File: config.mk
export PLATFORM = sky130hd
export DESIGN_NAME = instruction_fetch_flat
export DESIGN_NICKNAME = d
export VERILOG_FILES = /design/src/rtl/instruction_fetch_if.sv /design/src/rtl/instruction_fetch.sv /design/src/flat_wrapper.sv
export SDC_FILE = /design/constraint.sdc
export NUM_CORES = 1
export LEC_CHECK = 0
export BUFFER_PORTS_ARGS = -buffer_cell sky130_fd_sc_hd__buf_2
export CAP_MARGIN = 10
export CORE_MARGIN = 5
export CORE_UTILIZATION = 48
export DETAILED_ROUTE_END_ITERATION = 10
export PLACE_DENSITY = 0.71
export SETUP_SLACK_MARGIN = 0.2
export SYNTH_ARGS = -nofsm -noshare
export SYNTH_HDL_FRONTEND = slang
export SYNTH_SLANG_ARGS = --single-unit
File: constraint.sdc
create_clock -name clk -period 12.3 [get_ports clk]
set_input_delay 1.23 -clock clk [delete_from_list [all_inputs] [get_ports clk]]
set_output_delay 1.23 -clock clk [all_outputs]
set_load 0.005 [all_outputs]
File: src/rtl/instruction_fetch_if.sv
// Instruction memory port: in-order word requests with valid/ready,
// responses with valid only (memory never backpressures a response).
interface instruction_fetch_if;
    logic        req_valid;
    logic        req_ready;
    logic [63:0] req_addr;
    logic        resp_valid;
    logic [31:0] resp_data;

    modport master (
        output req_valid, req_addr,
        input  req_ready, resp_valid, resp_data
    );

    modport slave (
        input  req_valid, req_addr,
        output req_ready, resp_valid, resp_data
    );
endinterface

File: src/rtl/instruction_fetch.sv
// Fetch stage: PC owner, imem requester, 2-entry response queue, redirect squash.
// FETCH_PREFETCH_EN: two requests in flight; otherwise one at a time.
module instruction_fetch #(
    parameter logic [63:0] RESET_PC = 64'h0
) (
    input  logic                       clk,
    input  logic                       rst,
    input  logic                       i_stall_in,
    input  logic                       i_redirect_valid,
    input  logic [63:0]                i_redirect_pc,
    input  logic                       i_halt,
    instruction_fetch_if.master        imem,
    output logic                       o_pc_output_valid,
    output logic [31:0]                o_instruction,
    output logic [63:0]                o_instruction_pc
);

    logic [63:0] r_fetch_pc;
    logic [63:0] r_resp_pc;
    logic [31:0] r_q_instr [2];
    logic [63:0] r_q_pc    [2];
    logic        r_head;
    logic        r_tail;
    logic [1:0]  r_count;
    logic [1:0]  r_inflight;
    logic [1:0]  r_discard;
    logic        r_out_valid;
    logic [31:0] r_out_instr;
    logic [63:0] r_out_pc;

    logic        w_credit;
    logic        w_req_valid;
    logic        w_accept;
    logic        w_resp;
    logic        w_deliver;
    logic        w_pop;
    logic        w_bypass;
    logic        w_push;
    logic [63:0] w_target;

`ifdef FETCH_PREFETCH_EN
    assign w_credit = ({1'b0, r_count} + {1'b0, r_inflight}) < 3'd2;
`else
    assign w_credit = (r_inflight == 2'd0) && (r_count == 2'd0);
`endif

    assign w_req_valid = !rst && !i_halt && !i_redirect_valid && w_credit;
    assign w_accept    = w_req_valid && imem.req_ready;
    assign w_resp      = imem.resp_valid;
    assign w_deliver   = w_resp && (r_discard == 2'd0);
    assign w_pop       = !i_stall_in && (r_count != 2'd0);
    assign w_bypass    = !i_stall_in && (r_count == 2'd0) && w_deliver;
    assign w_push      = w_deliver && !w_bypass;
    assign w_target    = i_redirect_pc & ~64'h3;

    assign imem.req_valid = w_req_valid;
    assign imem.req_addr  = r_fetch_pc;

    assign o_pc_output_valid = r_out_valid;
    assign o_instruction     = r_out_instr;
    assign o_instruction_pc  = r_out_pc;

    always_ff @(posedge clk or posedge rst) begin
        if (rst) begin
            r_fetch_pc   <= RESET_PC;
            r_resp_pc    <= RESET_PC;
            r_q_instr[0] <= '0;
            r_q_instr[1] <= '0;
            r_q_pc[0]    <= '0;
            r_q_pc[1]    <= '0;
            r_head       <= 1'b0;
            r_tail       <= 1'b0;
            r_count      <= 2'd0;
            r_inflight   <= 2'd0;
            r_discard    <= 2'd0;
            r_out_valid  <= 1'b0;
            r_out_instr  <= '0;
            r_out_pc     <= '0;
        end else begin
            r_inflight <= r_inflight + {1'b0, w_accept} - {1'b0, w_resp};
            if (i_redirect_valid) begin
                // Everything still in flight belongs to the old path
                r_fetch_pc  <= w_target;
                r_resp_pc   <= w_target;
                r_head      <= 1'b0;
                r_tail      <= 1'b0;
                r_count     <= 2'd0;
                r_out_valid <= 1'b0;
                r_discard   <= r_inflight - {1'b0, w_resp};
            end else begin
                if (w_accept)
                    r_fetch_pc <= r_fetch_pc + 64'd4;
                if (w_resp && (r_discard != 2'd0))
                    r_discard <= r_discard - 2'd1;
                if (w_deliver)
                    r_resp_pc <= r_resp_pc + 64'd4;
                if (w_push) begin
                    r_q_instr[r_tail] <= imem.resp_data;
                    r_q_pc[r_tail]    <= r_resp_pc;
                    r_tail            <= ~r_tail;
                end
                if (w_pop) begin
                    r_out_valid <= 1'b1;
                    r_out_instr <= r_q_instr[r_head];
                    r_out_pc    <= r_q_pc[r_head];
                    r_head      <= ~r_head;
                end else if (w_bypass) begin
                    r_out_valid <= 1'b1;
                    r_out_instr <= imem.resp_data;
                    r_out_pc    <= r_resp_pc;
                end else if (!i_stall_in) begin
                    r_out_valid <= 1'b0;
                end
                r_count <= r_count + {1'b0, w_push} - {1'b0, w_pop};
            end
        end
    end

endmodule

File: src/flat_wrapper.sv
// flat-port wrapper written by rule: the top's interface ports become plain ports
module instruction_fetch_flat 
#(
    parameter logic [63:0] RESET_PC = 64'h0
)
  (clk, rst, i_stall_in, i_redirect_valid, i_redirect_pc, i_halt, o_pc_output_valid, o_instruction, o_instruction_pc, imem_req_valid, imem_req_addr, imem_req_ready, imem_resp_valid, imem_resp_data);
  instruction_fetch_if imem_i ();
  input  logic clk;
  input  logic rst;
  input  logic i_stall_in;
  input  logic i_redirect_valid;
  input  logic [63:0] i_redirect_pc;
  input  logic i_halt;
  output logic o_pc_output_valid;
  output logic [31:0] o_instruction;
  output logic [63:0] o_instruction_pc;
  output wire logic [$bits(imem_i.req_valid)-1:0] imem_req_valid;
  output wire logic [$bits(imem_i.req_addr)-1:0] imem_req_addr;
  input wire logic [$bits(imem_i.req_ready)-1:0] imem_req_ready;
  input wire logic [$bits(imem_i.resp_valid)-1:0] imem_resp_valid;
  input wire logic [$bits(imem_i.resp_data)-1:0] imem_resp_data;
  assign imem_req_valid = imem_i.req_valid;
  assign imem_req_addr = imem_i.req_addr;
  assign imem_i.req_ready = imem_req_ready;
  assign imem_i.resp_valid = imem_resp_valid;
  assign imem_i.resp_data = imem_resp_data;
  instruction_fetch #(.RESET_PC(RESET_PC)) u_core (.clk(clk), .rst(rst), .i_stall_in(i_stall_in), .i_redirect_valid(i_redirect_valid), .i_redirect_pc(i_redirect_pc), .i_halt(i_halt), .imem(imem_i), .o_pc_output_valid(o_pc_output_valid), .o_instruction(o_instruction), .o_instruction_pc(o_instruction_pc));
endmodule
==> results of run 1 <==
==> placed cells by master (no fill, tap or decap), drive strengths merged, types with 2 or more instances in the layout <==
cell | Yosys | final
a21oi | 23 | 23
a22oi | 2 | 2
a31oi | 19 | 19
and2 | 10 | 10
and3 | 28 | 28
and4 | 14 | 14
buf | 35 | 276
bufinv | 0 | 4
clkbuf | 94 | 65
clkinv | 0 | 9
clkinvlp | 0 | 6
conb | 1 | 4
dfrtp | 415 | 415
diode | 0 | 2
ha | 7 | 7
inv | 20 | 20
mux2 | 195 | 195
mux2i | 95 | 95
nand2 | 314 | 314
nand2b | 3 | 3
nand3 | 56 | 56
nand4 | 55 | 55
nand4b | 3 | 3
nor2 | 65 | 65
nor3 | 26 | 26
nor4 | 16 | 16
o211ai | 23 | 23
o21ai | 276 | 276
o311ai | 19 | 19
o31ai | 2 | 2
or3 | 6 | 6
xnor2 | 36 | 36
xor2 | 41 | 41
==> stage by stage <==
stage                      util  instance area, um^2  total power (W)  cells
final                     0.563                23000          0.00470   2686
after global routing      0.563                23000          0.00501   2684
after CTS                 0.563                23000          0.00475   2684
after detailed placement  0.525                21500          0.00334   2600
after global placement    0.525                21500          0.00326   2600
after floorplan               -                19900          0.00287   1921
==> cell type report <==
class	instances	area (um^2)	share of cell area
well taps	532	666	0.0289
flip-flops and latches	415	10400	0.451
repair buffers	276	1440	0.0625
diodes	2	5.00	0.000217
inverters	20	78.8	0.00342
multi-input cells	1357	8920	0.387
clock buffers	65	1310	0.0569
clock inverters	19	234	0.0102
==> sequential cells by signal, indices dropped and copies added, names as in the netlist <==
signal,cells
u_core.o_instruction,32
u_core.r_q_pc,124
u_core.r_head,1
u_core.r_inflight,2
u_core.r_resp_pc,62
u_core.o_instruction_pc,62
u_core.r_discard,2
u_core.r_count,2
u_core.o_pc_output_valid,1
u_core.r_q_instr,64
u_core.imem.req_addr,62
u_core.r_tail,1
==> where the power goes <==
group          internal [W]  total [W]  leakage, nW  switching (W)
combinational      0.000582    0.00119         4.24       0.000603
clock              0.000829    0.00140        0.747       0.000567
sequential          0.00180    0.00212         5.24       0.000315
==> critical path, cell delays in order <==
cell,delay (ps)
buf_4,560
nor4_1,140
and2_1,220
nand2_2,70
buf_4,580
inv_1,160
nor2_2,450
buf_4,400
o21ai_0,150
o311ai_0,120
==> logic make-up (layout without fill, tap and decap cells) <==
kind of cell | count (synthesis) | count (layout)
other | 1 | 6
buffers and inverters | 149 | 380
DFF | 415 | 415
and+or+nand+nor | 604 | 604
AOI/OAI and AO/OA | 375 | 375
xor gates and xnor gates | 77 | 77
muxes | 290 | 290
adders and majority gates | 7 | 7
==> per-layer routing <==
metal / vias to the layer above / track usage / part of all wire
met5: - / 0 / 0.00044
met4: 4 / 0.0715 / 0.026
met3: 102 / 0.0430 / 0.070
met2: 511 / 0.351 / 0.45
met1: 7631 / 0.337 / 0.46
li1: 7197 / - / -
==> final timing paths <==
kind,to,slack (ps),depth (start not counted)
hold reg to reg,u_core.o_instruction[20]$_DFFE_PP0P_,470,2
setup reg to reg,u_core.r_q_instr[16]$_DFFE_PP0P_,9280,7
max in group asynchronous,u_core.r_head$_DFFE_PP0P_,9540,4
min in group asynchronous,u_core.r_count[1]$_DFF_PP0_,960,3
setup / recovery,u_core.imem.req_addr[32]$_DFFE_PP0P_,8630,10
hold / removal,u_core.o_instruction[20]$_DFFE_PP0P_,470,2
==> flow_summary_export.csv, run 1 <==
group,metric,value,unit
logic_synthesis,synth_top_family_by_area,"multiplexers",
job,drv_cap,0,
worst_setup_path,critPathRequiredTime,12760,ps
worst_hold_path,hold_path.class,"reg -> reg",
sta,slew_headroom,0.246,
placed_design,dp_slack,8090,ps
detailed_routing,first_pass_iters,5,
clock_tree,insertion_delay,580,ps
worst_setup_path,critical_path_class,"in -> reg",
detailed_routing,routed_via_density,5.75,
sta,clock_skew,29.7,ps
sta,drv_slew,0,
sta,fmax,272,MHz
global_routing,track_usage,0.230,
floorplan,initial_utilization,0.485,
global_routing,grt_pass1_vias,15300,
sta,fin_setup_tns,0,ps
logic_synthesis,synth_mux_area_frac,0.158,
detailed_routing,finalWirelength,52900,um
floorplan,boundaryPins,265,
clock_tree,cts_tree,"built",
detailed_routing,drtIter0Drc,1129,
logic_synthesis,ys_ff_latch,415,
sta,hold_viol_final,0,
worst_hold_path,min-delay-start,"u_core.o_instruction[20]$_DFFE_PP0P_",
detailed_routing,ant_nets,0,
sta,tightest_slew,1130,ps
logic_synthesis,synth_most_common_cell,"dfrtp_1",
logic_synthesis,yosys_warnings,0,
clock_tree,htreeDepth,2,
logic_synthesis,synth-xor-area-share,0.0339,
logic_synthesis,synth_async_sr_flop_share,1.00,
clock_tree,root_buffer,"clkbuf_16",
logic_synthesis,synth_edf_count,0,
sta,fin_crit_sh,0.299,
placed_design,portBuffers,258,
floorplan,core,40900,um^2
pwr,leakage,10.2,nW
logic_synthesis,netlist_top_cells_area,"dfrtp_1 (52%), mux2_2 (11%), o21ai_0 (6.8%)",
logic_synthesis,netlist_area,19900,um^2
logic_synthesis,synth_top_area_frac,0.523,
worst_setup_path,crit_arrival,4130,ps
cells_and_area,nFillCells,3548,
clock_tree,cts_setup_buffers,0,
cells_and_area,drive_above_1_share,0.264,
clock_tree,clk_pin_slew,60,ps
sta,finalSetupViolCount,0,
clock_tree,clockBufferDepth,3,
cells_and_area,nets,2225,
clock_tree,cts_buffers,45,
sta,holdWs,469,ps
cells_and_area,syn_to_final_growth,16.0,%
detailed_routing,drc,0,
worst_setup_path,end_kind,"flip-flop",
detailed_routing,vias,15400,
sta,rsz0062_at_grt,"false",
worst_setup_path,r2r_start,"u_core.r_discard[0]$_DFFE_PP0P_",
logic_synthesis,synth.largest_area_cell,"dfrtp_1",
sta,fin_ws,8630,ps
global_routing,grt_remaining_overflow,0,
global_routing,antenna_found_initial,3,
floorplan,die_area,45600,um^2
placed_design,hpwl,35800,um
logic_synthesis,synthFlopType,"dfrtp_1",
logic_synthesis,synthSimpleGateAreaFrac,0.145,
floorplan,num_rows,74,
status,status,"completed",
logic_synthesis,synth_commonest_cells,"dfrtp_1 (415), nand2_1 (314), o21ai_0 (268)",
clock_tree,postCtsHoldBufs,0,
global_routing,grt_start_max_net_pins,194,
logic_synthesis,synthCells,1918,
worst_setup_path,critPathLaunchType,"input port",
worst_setup_path,startpoint,"i_redirect_valid",
detailed_routing,wire_per_inst,19.7,um
sta,fin_crit,3670,ps
logic_synthesis,synth-compound-area-share,0.105,
global_routing,grt_first_pass_wirelength,83900,um
floorplan,die_h,213,um
clock_tree,cts_resized,0,
logic_synthesis,synthAdderAreaFrac,0.00441,
logic_synthesis,synthDistinctLibCells,60,
logic_synthesis,syn_avg_cell_area,10.4,um^2
worst_setup_path,cp_max_fo,78,
floorplan,die_w,213,um
placed_design,gp_congestion,0.936,
pwr,p_per_area,204,nW/um^2
logic_synthesis,yosysSeqAreaShare,0.523,
clock_tree,cts_sinks,415,
pwr,vdd_drop_max,87.1,uV
Note: power is estimated with default switching activity, not from simulation.
==> inputs of run 2 (changes only) <==
- clock period: 12.3 -> 3.15 ns (I/O delays scaled with it)
==> run 2 against run 1 <==
Register-to-register slack got worse by 8700 ps. Sequential share of layout area fell by 1.6 points. Sequential power rose to 3.8 times the previous value. Clock skew fell by 8.2 ps. Critical endpoint is now u_core.r_resp_pc[48]$_DFFE_PP0N_. Largest cell class unchanged. Largest power group unchanged.
==> flow_summary_export.csv, run 2 (same netlist as run 1, synthesis figures left out) <==
group,metric,value,unit
clock_tree,root_buffer,"clkbuf_16",
detailed_routing,first_pass_iters,7,
worst_setup_path,crit_top_cell,"nand3_1",
global_routing,track_usage,0.230,
pwr,clkPwrFrac,0.307,
global_routing,antenna_found_initial,2,
cells_and_area,layout_commonest_cell,"dfrtp_1",
cells_and_area,mostFrequentLayoutCells,"dfrtp_1 (414), nand2_1 (313), o21ai_0 (268)",
detailed_routing,routed_via_density,5.74,
clock_tree,clockBufferDepth,3,
detailed_routing,ant_nets,0,
sta,rsz0062_at_grt,"false",
clock_tree,cts_tree,"built",
floorplan,boundaryPins,265,
pwr,p_int,0.0129,W
sta,slew_headroom,0.473,
placed_design,gp_congestion,0.959,
job,drv_cap,0,
worst_hold_path,hold_path.class,"in -> reg",
placed_design,hpwl,35800,um
floorplan,die_w,213,um
pwr,seqPwrFrac,0.435,
clock_tree,cts_setup_buffers,0,
sta,fin_setup_tns,0,ps
detailed_routing,vias,15800,
cells_and_area,syn_to_final_growth,20.2,%
floorplan,die_h,213,um
sta,fin_ws,581,ps
worst_setup_path,cp_max_fo,8,
pwr,vdd_drop_max,359,uV
sta,finalSetupViolCount,0,
worst_setup_path,critical_path_class,"reg -> reg",
sta,hold_viol_final,0,
worst_setup_path,critPathLaunchType,"flip-flop",
detailed_routing,finalWirelength,52900,um
pwr,leakage,10.6,nW
pwr,swShare,0.310,
floorplan,num_rows,74,
clock_tree,cts_sinks,415,
worst_setup_path,critPathSlowestCell,"nor3_1",
global_routing,grt_first_pass_wirelength,84500,um
pwr,power,0.0187,W
floorplan,core,40900,um^2
sta,fin_crit_sh,0.816,
worst_setup_path,critical_path.max_stage_delay,510,ps
clock_tree,clk_pin_slew,70,ps
cells_and_area,reg.largest.list,"u_core.r_q_pc (124), u_core.r_q_instr (64)",
global_routing,grt_remaining_overflow,0,
placed_design,portBuffers,258,
cells_and_area,regMostFlops,"u_core.r_q_pc",
clock_tree,insertion_delay,570,ps
floorplan,initial_utilization,0.485,
floorplan,die_area,45600,um^2
sta,fin_crit,2570,ps
detailed_routing,wire_per_inst,19.2,um
cells_and_area,multi_input_area,8920,um^2
detailed_routing,drc,0,
status,status,"completed",
pwr,combPwrFrac,0.258,
sta,clock_skew,21.5,ps
sta,drv_slew,0,
worst_setup_path,cp_cell_sequence,"inv_1 > ha_1 > nand3_1 > or3_1 > nor3_1 > nand3_1 > xnor2_1 > mux2_2",
global_routing,grt_start_max_net_pins,142,
cells_and_area,nFillCells,3392,
worst_setup_path,crit_arrival,3020,ps
sta,fmax,389,MHz
cells_and_area,nets,2291,
detailed_routing,drtIter0Drc,1116,
cells_and_area,seq_area,10400,um^2
pwr,switching_power,0.00580,W
cells_and_area,largest_reg_flops,124,
worst_setup_path,end_kind,"flip-flop",
placed_design,place_inst,2616,
clock_tree,cts_buffers,45,
worst_setup_path,critPathRequiredTime,3600,ps
clock_tree,htreeDepth,2,
cells_and_area,layout.cells.non_filler,2750,
sta,tightest_slew,791,ps
global_routing,grt_pass1_vias,15600,
cells_and_area,fin_util,0.584,
placed_design,dp_slack,603,ps
pwr,p_per_area,785,nW/um^2
cells_and_area,drive_above_1_share,0.266,
-- run 2: cell types whose count changed in the layout (fill, tap and decap cells not counted) --
cell	delta
clkbuf_16	+2
bufinv_16	+4
dlygate4sd3_1	+50
clkinv_8	-2
clkbuf_1	-6
diode_2	-1
clkinv_4	+2
clkbuf_8	-4
clkinvlp_4	-1
buf_12	+10
clkinv_2	+4
buf_4	+6
-- run 2: critical path: cells and delay by family, from the launching register on --
kind	cells	cell delay, ps
DFF	1	400
muxes	1	260
adders and majority gates	1	240
and+or+nand+nor	4	1320
xor gates and xnor gates	1	170
buffers and inverters	1	60
-- run 2: area by class of cell --
class,count,area share
diodes,1,0.000105
clock buffers,57,0.0538
clock inverters,26,0.0147
inverters,20,0.00330
multi-input cells,1357,0.374
flip-flops and latches,415,0.435
well taps,532,0.0279
repair buffers,342,0.0916
-- run 2: routing by layer --
layer | vias to the layer above | routed length [um] | track usage
li1 | 7343 | - | -
met1 | 7767 | 24200 | 0.336
met5 | - | 7 | 0
met3 | 102 | 3610 | 0.0429
met4 | 2 | 1670 | 0.0820
met2 | 564 | 23400 | 0.348
-- run 2: power groups by stage --
stage	combinational (W)	clock [W]	sequential, W
final	0.00484	0.00575	0.00815
after global routing	0.00547	0.00610	0.00837
after CTS	0.00491	0.00589	0.00814
after detailed placement	0.00482	0	0.00823
after global placement	0.00468	0	0.00810
after floorplan	0.00322	0	0.00800
-- run 2: metrics by stage --
stage | hold WS, ps | instance area (um^2)
final | 30.6 | 23900
after global routing | 13.1 | 23900
after CTS | 0.265 | 23900
after detailed placement | 465 | 21700
after global placement | 457 | 21700
after floorplan | 427 | 19900
-- run 2: worst paths after layout --
| path | from | slack, ps | end | depth (start not counted) |
|---|---|---|---|---|
| worst max-delay path | u_core.r_discard[0]$_DFFE_PP0P_ | 580 | u_core.r_resp_pc[48]$_DFFE_PP0N_ | 8 |
| worst min-delay path | i_redirect_pc[7] | 30 | u_core.imem.req_addr[7]$_DFFE_PP0P_ | 3 |
| worst max register to register | u_core.r_discard[0]$_DFFE_PP0P_ | 580 | u_core.r_resp_pc[48]$_DFFE_PP0N_ | 8 |
| worst min register to register | u_core.o_instruction_pc[29]$_DFFE_PP0P_ | 470 | u_core.o_instruction_pc[29]$_DFFE_PP0P_ | 2 |
| min in group asynchronous | rst | 470 | u_core.r_resp_pc[29]$_DFFE_PP0N_ | 3 |
| max in group asynchronous | rst | 1750 | u_core.o_instruction_pc[5]$_DFFE_PP0P_ | 4 |
-- run 2: repair_timing --
item | 4_1_cts | 5_1_grt
endpoints found under the setup margin | 0 | 0
hold endpoints to repair | 103 | 0
gates resized for setup | 0 | 0
hold buffers | 50 | 0
==> inputs of run 3 (changes only) <==
- clock period: 3.15 -> 2.2 ns (I/O delays scaled with it)
==> run 3 against run 2 <==
Worst hold slack better by 52 ps. Critical path type unchanged. Wire length increased by 19%. Design area is 14% higher. Final cell count is 9.2% higher.
==> flow_summary_export.csv, run 3 (same netlist as run 1, synthesis figures left out) <==
group,metric,value,unit
status,status,"completed",
worst_hold_path,min-delay-start,"i_redirect_pc[57]",
floorplan,core,40900,um^2
global_routing,grt_remaining_overflow,0,
cells_and_area,syn_to_final_growth,37.0,%
sta,hold_viol_final,0,
cells_and_area,n_antenna_cell,0,
placed_design,hpwl,38700,um
clock_tree,clk_pin_slew,60,ps
worst_setup_path,r2r_start,"u_core.r_discard[1]$_DFFE_PP0P_",
floorplan,initial_utilization,0.485,
clock_tree,clockBufferDepth,3,
detailed_routing,wire_per_inst,20.9,um
worst_setup_path,crit_path_end,"u_core.r_resp_pc[61]$_DFFE_PP0N_",
detailed_routing,vias,17300,
floorplan,die_h,213,um
worst_setup_path,critical_path_class,"reg -> reg",
placed_design,portBuffers,258,
cells_and_area,nets,2546,
cells_and_area,regMostFlops,"u_core.r_q_pc",
job,drv_cap,0,
detailed_routing,wl_met1,25900,um
sta,slew_headroom,0.615,
floorplan,die_w,213,um
worst_setup_path,reg2reg_to,"u_core.r_resp_pc[61]$_DFFE_PP0N_",
clock_tree,cts_sinks,415,
cells_and_area,layout.cells.non_filler,3002,
worst_hold_path,hold_path.class,"in -> reg",
floorplan,num_rows,74,
global_routing,grt_pass1_vias,16800,
cells_and_area,reg.largest.list,"u_core.r_q_pc (124), u_core.r_q_instr (64)",
global_routing,grt_start_max_net_pins,130,
sta,tightest_slew,577,ps
cells_and_area,largest_reg_flops,124,
cells_and_area,layout_commonest_cell,"dfrtp_1",
detailed_routing,routed_via_density,5.76,
pwr,p_per_area,1020,nW/um^2
sta,rsz0062_at_grt,"true",
worst_setup_path,cp_max_fo,4,
sta,drv_slew,0,
clock_tree,root_buffer,"clkbuf_16",
cells_and_area,fin_area,27200,um^2
worst_setup_path,critPathRequiredTime,2650,ps
cells_and_area,drive_above_1_share,0.358,
placed_design,place_inst,2744,
detailed_routing,finalWirelength,62900,um
detailed_routing,first_pass_iters,6,
sta,fmax,462,MHz
worst_setup_path,startpoint,"u_core.r_discard[1]$_DFFE_PP0P_",
global_routing,grt_first_pass_wirelength,92200,um
detailed_routing,met3WireLength,4820,um
clock_tree,cts_tree,"built",
global_routing,track_usage,0.253,
worst_setup_path,critPathLaunchType,"flip-flop",
worst_setup_path,end_kind,"flip-flop",
sta,holdWs,82.7,ps
sta,finalSetupViolCount,0,
clock_tree,cts_buffers,46,
detailed_routing,met2_length,30400,um
pwr,vdd_drop_max,704,uV
clock_tree,insertion_delay,580,ps
cells_and_area,nFillCells,2966,
clock_tree,htreeDepth,2,
placed_design,placed_area,22800,um^2
detailed_routing,drc,0,
worst_setup_path,r2r_slack,40,ps
pwr,leakage,12.3,nW
worst_setup_path,ff2ff_path_depth,11,
sta,fin_crit_sh,0.983,
sta,clock_skew,16.7,ps
cells_and_area,mostFrequentLayoutCells,"dfrtp_1 (402), nand2_1 (303), buf_2 (257)",
floorplan,boundaryPins,265,
placed_design,gp_congestion,0.894,
global_routing,antenna_found_initial,0,
floorplan,die_area,45600,um^2
sta,fin_crit,2160,ps
worst_setup_path,crit_arrival,2610,ps
detailed_routing,highest_layer,"met4",
detailed_routing,drtIter0Drc,1634,
detailed_routing,ant_nets,0,
cells_and_area,fin_util,0.665,
run 3: cell types whose count changed in the layout (fill, tap and decap cells not counted), sizes merged:
cell         change
dlygate4sd3     +44
bufinv           -5
inv              +1
clkinvlp         -2
clkinv           -4
buf            +200
diode            -1
clkbuf          +19
run 3: power breakdown:
| part | internal, W | switching (W) | total, W |
|---|---|---|---|
| Clock | 0.00461 | 0.00316 | 0.00777 |
| Combinational | 0.00426 | 0.00410 | 0.00836 |
| Sequential | 0.0101 | 0.00151 | 0.0116 |
| Total | 0.0190 | 0.00876 | 0.0277 |
run 3: through the flow:
step | power, W | setup slack [ps] | setup TNS (ps)
after detailed placement | 0.0191 | -157 | -767
after global placement | 0.0187 | -162 | -715
final | 0.0277 | 36.9 | 0
after floorplan | 0.0161 | -3620 | -1500460
after CTS | 0.0271 | 105 | 0
after global routing | 0.0293 | -74.2 | -251
run 3: worst min path at each step:
stage / depth (start not counted) / to
after floorplan: 2 / u_core.imem.req_addr[48]$_DFFE_PP0P_
after global placement: 3 / u_core.r_tail$_DFFE_PP0P_
after detailed placement: 3 / u_core.r_count[0]$_DFF_PP0_
after CTS: 3 / u_core.r_resp_pc[57]$_DFFE_PP0N_
after global routing: 3 / u_core.r_resp_pc[57]$_DFFE_PP0N_
final: 3 / u_core.r_resp_pc[57]$_DFFE_PP0N_
run 3: critical path, stage by stage, from the launching register on:
cell	delay, ps
dfrtp_1	390
inv_2	70
ha_4	160
nand4_1	100
buf_6	160
nor4_4	130
buf_4	180
nand4_1	120
buf_6	170
nor2_4	110
a311oi_1	80
or3_1	380
run 3: final cells by class:
| cell class | count | area, um^2 | area share |
|---|---|---|---|
| flip-flops and latches | 415 | 10400 | 0.382 |
| inverters | 20 | 78.8 | 0.00290 |
| repair buffers | 596 | 4730 | 0.174 |
| clock inverters | 16 | 170 | 0.00625 |
| clock buffers | 66 | 1350 | 0.0495 |
| multi-input cells | 1357 | 9830 | 0.361 |
| well taps | 532 | 666 | 0.0244 |
run 3: what timing repair did:
action                                 4_1_cts  5_1_grt
hold buffers                                94        0
endpoints found under the hold margin      454        0
gates resized for setup                     54      238
setup endpoints to repair                  240      301
buffers inserted                            25       43
gates cloned                                 4       10
pin swaps                                   19       64
run 3: routing by layer:
| layer | track usage | vias up |
|---|---|---|
| met4 | 0.0724 | 0 |
| met1 | 0.350 | 8563 |
| li1 | - | 7839 |
| met2 | 0.409 | 762 |
| met5 | 0 | - |
| met3 | 0.0506 | 128 |
